<file path="src/rtl/key_debounce.sv">
// Pushbutton conditioner: two-flop synchronizer followed by a stable-count debounce FSM.
// Define DEBOUNCE_REPEAT_EN to add held-key auto-repeat (one-cycle low gap every REPEAT_CYCLES).
module key_debounce #(
  parameter int DEBOUNCE_CYCLES = 16,
  parameter bit ACTIVE_LOW      = 1'b1,
  parameter int REPEAT_CYCLES   = 1000
) (
  input  logic clk,
  input  logic reset,
  input  logic key_raw,
  output logic key_clean,
  output logic busy
);

  localparam int            CW           = $clog2(DEBOUNCE_CYCLES + 1);
  localparam logic [CW-1:0] CNT_LAST     = CW'(DEBOUNCE_CYCLES - 1);
  localparam logic          RELEASED_LVL = ACTIVE_LOW;

  if (DEBOUNCE_CYCLES < 2 || DEBOUNCE_CYCLES > 65535) begin : g_bad_debounce
    $error("key_debounce: DEBOUNCE_CYCLES=%0d outside 2..65535", DEBOUNCE_CYCLES);
  end

`ifdef DEBOUNCE_REPEAT_EN
  localparam int            RW_BITS   = $clog2(REPEAT_CYCLES + 1);
  localparam logic [RW_BITS-1:0] RCNT_LAST = RW_BITS'(REPEAT_CYCLES - 1);

  if (REPEAT_CYCLES < 2) begin : g_bad_repeat
    $error("key_debounce: REPEAT_CYCLES=%0d must be >= 2", REPEAT_CYCLES);
  end

  typedef enum logic [2:0] {
    RELEASED, PRESS_WAIT, PRESSED, RELEASE_WAIT, REPEAT_GAP
  } state_t;

  logic [RW_BITS-1:0] rcnt, rcnt_n;
`else
  // REPEAT_CYCLES has no effect without auto-repeat; this empty block only references it.
  if (REPEAT_CYCLES < 0) begin : g_repeat_ignored
  end

  typedef enum logic [2:0] {
    RELEASED, PRESS_WAIT, PRESSED, RELEASE_WAIT
  } state_t;
`endif

  state_t        state, state_n;
  logic [CW-1:0] cnt, cnt_n;
  logic          sync1, sync2;
  logic          s;

  // NOTE: sequential state uses non-blocking (<=) so every flop samples pre-edge values.
  always_ff @(posedge clk or negedge reset) begin
    if (!reset) begin
      sync1 <= RELEASED_LVL;
      sync2 <= RELEASED_LVL;
    end else begin
      sync1 <= key_raw;
      sync2 <= sync1;
    end
  end

  assign s = sync2 ^ ACTIVE_LOW;

  always_comb begin
    // NOTE: defaults first so every path assigns every signal and no latch is inferred.
    state_n = state;
    cnt_n   = cnt;
`ifdef DEBOUNCE_REPEAT_EN
    rcnt_n  = rcnt;
`endif
    case (state)
      RELEASED: begin
        if (s) begin
          state_n = PRESS_WAIT;
          cnt_n   = CW'(1);
        end else begin
          cnt_n   = '0;
        end
      end
      PRESS_WAIT: begin
        if (!s) begin
          state_n = RELEASED;
          cnt_n   = '0;
        end else if (cnt == CNT_LAST) begin
          state_n = PRESSED;
          cnt_n   = '0;
`ifdef DEBOUNCE_REPEAT_EN
          rcnt_n  = '0;
`endif
        end else begin
          cnt_n   = cnt + CW'(1);
        end
      end
      PRESSED: begin
        if (!s) begin
          state_n = RELEASE_WAIT;
          cnt_n   = CW'(1);
        end
`ifdef DEBOUNCE_REPEAT_EN
        else if (rcnt == RCNT_LAST) begin
          state_n = REPEAT_GAP;
          rcnt_n  = '0;
        end else begin
          rcnt_n  = rcnt + RW_BITS'(1);
        end
`endif
      end
      RELEASE_WAIT: begin
        if (s) begin
          state_n = PRESSED;
          cnt_n   = '0;
`ifdef DEBOUNCE_REPEAT_EN
          rcnt_n  = '0;
`endif
        end else if (cnt == CNT_LAST) begin
          state_n = RELEASED;
          cnt_n   = '0;
        end else begin
          cnt_n   = cnt + CW'(1);
        end
      end
`ifdef DEBOUNCE_REPEAT_EN
      REPEAT_GAP: begin
        // Any release seen here is picked up on the next PRESSED cycle.
        state_n = PRESSED;
        rcnt_n  = '0;
      end
`endif
      default: begin
        state_n = RELEASED;
        cnt_n   = '0;
      end
    endcase
  end

  // Outputs decode next-state so they switch on the same edge as the state register.
  always_ff @(posedge clk or negedge reset) begin
    if (!reset) begin
      state     <= RELEASED;
      cnt       <= '0;
      key_clean <= 1'b0;
      busy      <= 1'b0;
`ifdef DEBOUNCE_REPEAT_EN
      rcnt      <= '0;
`endif
    end else begin
      state     <= state_n;
      cnt       <= cnt_n;
      key_clean <= (state_n == PRESSED) || (state_n == RELEASE_WAIT);
      busy      <= (state_n == PRESS_WAIT) || (state_n == RELEASE_WAIT);
`ifdef DEBOUNCE_REPEAT_EN
      rcnt      <= rcnt_n;
`endif
    end
  end

endmodule

</file>
<file path="config.mk">
export PLATFORM = sky130hd
export DESIGN_NAME = key_debounce
export DESIGN_NICKNAME = d
export VERILOG_FILES = /design/src/rtl/key_debounce.sv
export SDC_FILE = /design/constraint.sdc
export NUM_CORES = 1
export LEC_CHECK = 0
export ABC_AREA = 1
export BUFFER_PORTS_ARGS = -buffer_cell sky130_fd_sc_hd__buf_4
export CORE_AREA = 3 3 40 42
export DETAILED_ROUTE_END_ITERATION = 6
export DIE_AREA = 0 0 43 45
export MAX_ROUTING_LAYER = met4
export PLACE_DENSITY_LB_ADDON = 0.05
export SLEW_MARGIN = 10
export SYNTH_ARGS = -nofsm -noshare
export SYNTH_HDL_FRONTEND = slang
export SYNTH_SLANG_ARGS = --single-unit
</file>
<file path="constraint.sdc">
create_clock -name clk -period 1.5 [get_ports clk]
set_clock_uncertainty 0.05 [all_clocks]
set_input_delay 0.15 -clock clk [delete_from_list [all_inputs] [get_ports clk]]
set_output_delay 0.15 -clock clk [all_outputs]
set_load 0.05 [all_outputs]
</file>
==> impl_metrics.json <==
{
  "worst-endpoint-required_ns": 1.62,
  "crit_slowest_cell": "dfrtp_1",
  "cts_root_buffer": "clkbuf_4",
  "grt_usage_pct": 13.57,
  "drt_iter0_markers": 10,
  "dp_cells": 88,
  "antenna-diode-count": 0,
  "synth_fa_ha_area_share_pct": 2.105,
  "synthDominantCellAreaShare_pct": 42.11,
  "synthMostInstantiatedCell": "nand2_1",
  "r2r-start": "cnt[0]",
  "cts-htree-levels": 1,
  "postSynthRegisterBits": 12,
  "grt_pass1_vias": 436,
  "status": "complete, no violations",
  "detail_route.first_pass.iterations": 4,
  "worstSetupStartpointType": "flop",
  "syn_nets": 73,
  "dominant_combinational_cell_family_by_area_after_synthesis": "simple AND/OR/NAND/NOR gates",
  "final_util_pct": 54.43,
  "placementRows": 13,
  "dp.final_hpwl_um": 764.9,
  "synth.largest_area_cell": "dfrtp_1",
  "clock_sink_count": 12,
  "clock_transition_at_path_regs_ns": 0.07,
  "post_detailed_route_wirelength_per_cell_um": 11.44,
  "fmaxAchievable_mhz": 766.8,
  "power-per-cell-area_nw_per_um2": 919.9,
  "dp_slack_ns": 0.2012,
  "power.leakage_nw": 0.3479,
  "max_cap_viols": 0,
  "die-height_um": 45,
  "post_synth_instance_area_um2": 594.3,
  "worstPathCellList": "ha_1, nand4_4, nor2_4, nand2_1, nand2_1, nor2_1",
  "tritoncts": "done",
  "placedInstanceArea_um2": 643.1,
  "ff2ff_path_depth": 6,
  "grt_max_degree": 13,
  "synth_commonest_cells": "nand2_1, dfrtp_1, inv_1, nor2_1, nand3_1",
  "drc": 0,
  "fp.coreArea_um2": 1285,
  "slowest_delay_ns": 0.40,
  "routed_wirelength_um": 1075,
  "total_power_mw": 0.6434,
  "synthSimpleGateAreaFrac_pct": 34.53,
  "crit_path_frequent_cell": "nand2_1",
  "numCtsBuffers": 3,
  "timing_worst_setup_path_type": "flop to flop",
  "synth_enable_flop_cells": 0,
  "finalHoldViolCount": 0,
  "fin_cells": 94,
  "drv_slew": 0,
  "area_growth_pct": 17.68,
  "synthesis.area_per_instance_um2": 8.613,
  "synth_cell_types": 19,
  "pin_count": 5,
  "worst_ir_drop_vdd_mv": 0.6088,
  "critical_path.reg2reg.endpoint": "key_clean",
  "synth.top_cells.by_area": "dfrtp_1, nand2_1, dfstp_2",
  "via_count": 483,
  "layout.filler_cells": 116,
  "critical_path_arrival_ns": 1.42,
  "clk_latency_ns": 0.27,
  "place.gp.congestion": 0.7875,
  "yosys_warnings": 0,
  "final_period_minus_worst_setup_slack_ns": 1.304,
  "final_area_um2": 699.4,
  "floorplan.die_area_um2": 1935,
  "portBuffers": 4,
  "wire_length_of_the_first_global_routing_pass_um": 1842,
  "ant_nets": 0,
  "via_per_inst": 5.138,
  "dieWidth_um": 43,
  "critical_path.max_fanout": 4,
  "muxShareOfSynthArea_pct": 0,
  "min_period_over_period_pct": 86.94,
  "synth_xor_xnor_area_share_pct": 1.474,
  "floorplan.initialDensity_pct": 46.25,
  "globalRoute.totalOverflow": 0,
  "final.setup.worst_slack_ns": 0.1959,
  "clock_tree.buffer_depth": 2,
  "critical_path.endpoint_type": "flop",
  "synth-compound-area-share_pct": 4.632,
  "setup_total_negative_slack_ns": 0,
  "rsz_0062_raised_after_global_routing": "false",
  "synthCells": 69,
  "hold_path.class": "primary input to asynchronous set/reset pin",
  "synth_ff_type": "dfrtp_1",
  "finalSetupViolations": 0,
  "async_flop_share_pct": 100.0,
  "grt_antenna_before_repair": 0,
  "reg2reg_setup_slack_ns": 0.20,
  "worst_hold_slack_ns": 0.1939,
  "synth_seq_area_share_pct": 50.95,
  "layout-drive-gt1-share_pct": 18.99,
  "final_net_count": 84
}
critical path: cells and delay by family, from the launching register on:
kind,cells,cell delay (ns)
adder cells (fa/ha/maj),1,0.27
flip-flops,1,0.40
AND/OR/NAND/NOR,5,0.47
how the worst max path moves through the flow:
| stage | slack (ns) | start | end |
|---|---|---|---|
| floorplan | 0.30 | cnt[0] | key_clean |
| global placement | 0.24 | cnt[0] | key_clean |
| detailed placement | 0.20 | cnt[0] | key_clean |
| CTS | 0.19 | cnt[0] | key_clean |
| global route | 0.12 | cnt[1] | key_clean |
| finish | 0.20 | cnt[0] | key_clean |
area by class of cell:
cell class / instances / area, um2 / area share [%]
sequential: 12 / 302.8 / 43.29
multi-input combinational: 48 / 257.7 / 36.85
timing repair buffer: 6 / 50.05 / 7.156
clock buffer: 4 / 36.28 / 5.188
inverter: 9 / 33.78 / 4.830
tap: 15 / 18.77 / 2.683
kinds of logic (layout without fill, tap and decap cells):
kind of cell / after synthesis / in the layout
AO/OA/AOI/OAI: 4 / 4
XOR/XNOR: 1 / 1
adder cells (fa/ha/maj): 1 / 1
buffers and inverters: 9 / 19
flip-flops: 12 / 12
other: 1 / 1
AND/OR/NAND/NOR: 41 / 41
power breakdown:
| part | internal (mW) | switching (mW) | leakage, nW |
|---|---|---|---|
| combinational | 0.0161 | 0.0284 | 0.172 |
| clock | 0.148 | 0.107 | 0.0210 |
| sequential | 0.335 | 0.00955 | 0.155 |
cell usage in the layout, fill, tap and decap left out, drive strengths merged:
| cell type | instances |
|---|---|
| buf | 4 |
| clkbuf | 4 |
| conb | 1 |
| dfrtp | 10 |
| dfstp | 2 |
| dlygate4sd3 | 2 |
| ha | 1 |
| inv | 9 |
| nand2 | 18 |
| nand3 | 8 |
| nand4 | 4 |
| nor2 | 10 |
| nor3 | 1 |
| o211ai | 2 |
| o21ai | 1 |
| o21bai | 1 |
| xor2 | 1 |
sequential cells by signal (all words and copies together), names as in the netlist:
name	cells
busy	1
sync2	1
state	3
cnt	5
key_clean	1
sync1	1
metal layers:
metal | GRT usage, % | up-vias | part of all wire, %
met4 | 7.229 | 0 | 1.8
met1 | 16.79 | 219 | 48
met3 | 3.586 | 4 | 6.2
li1 | - | 244 | -
met5 | - | - | 0
met2 | 20.36 | 16 | 44
repair_timing:
action | 4_1_cts | 5_1_grt
hold buffers | 2 | 0
resized for setup | 0 | 0
buffers inserted | 0 | 0
endpoints found under the setup margin | 0 | 0
hold endpoints to repair | 13 | 0
Power figures use the tool's default switching activity.
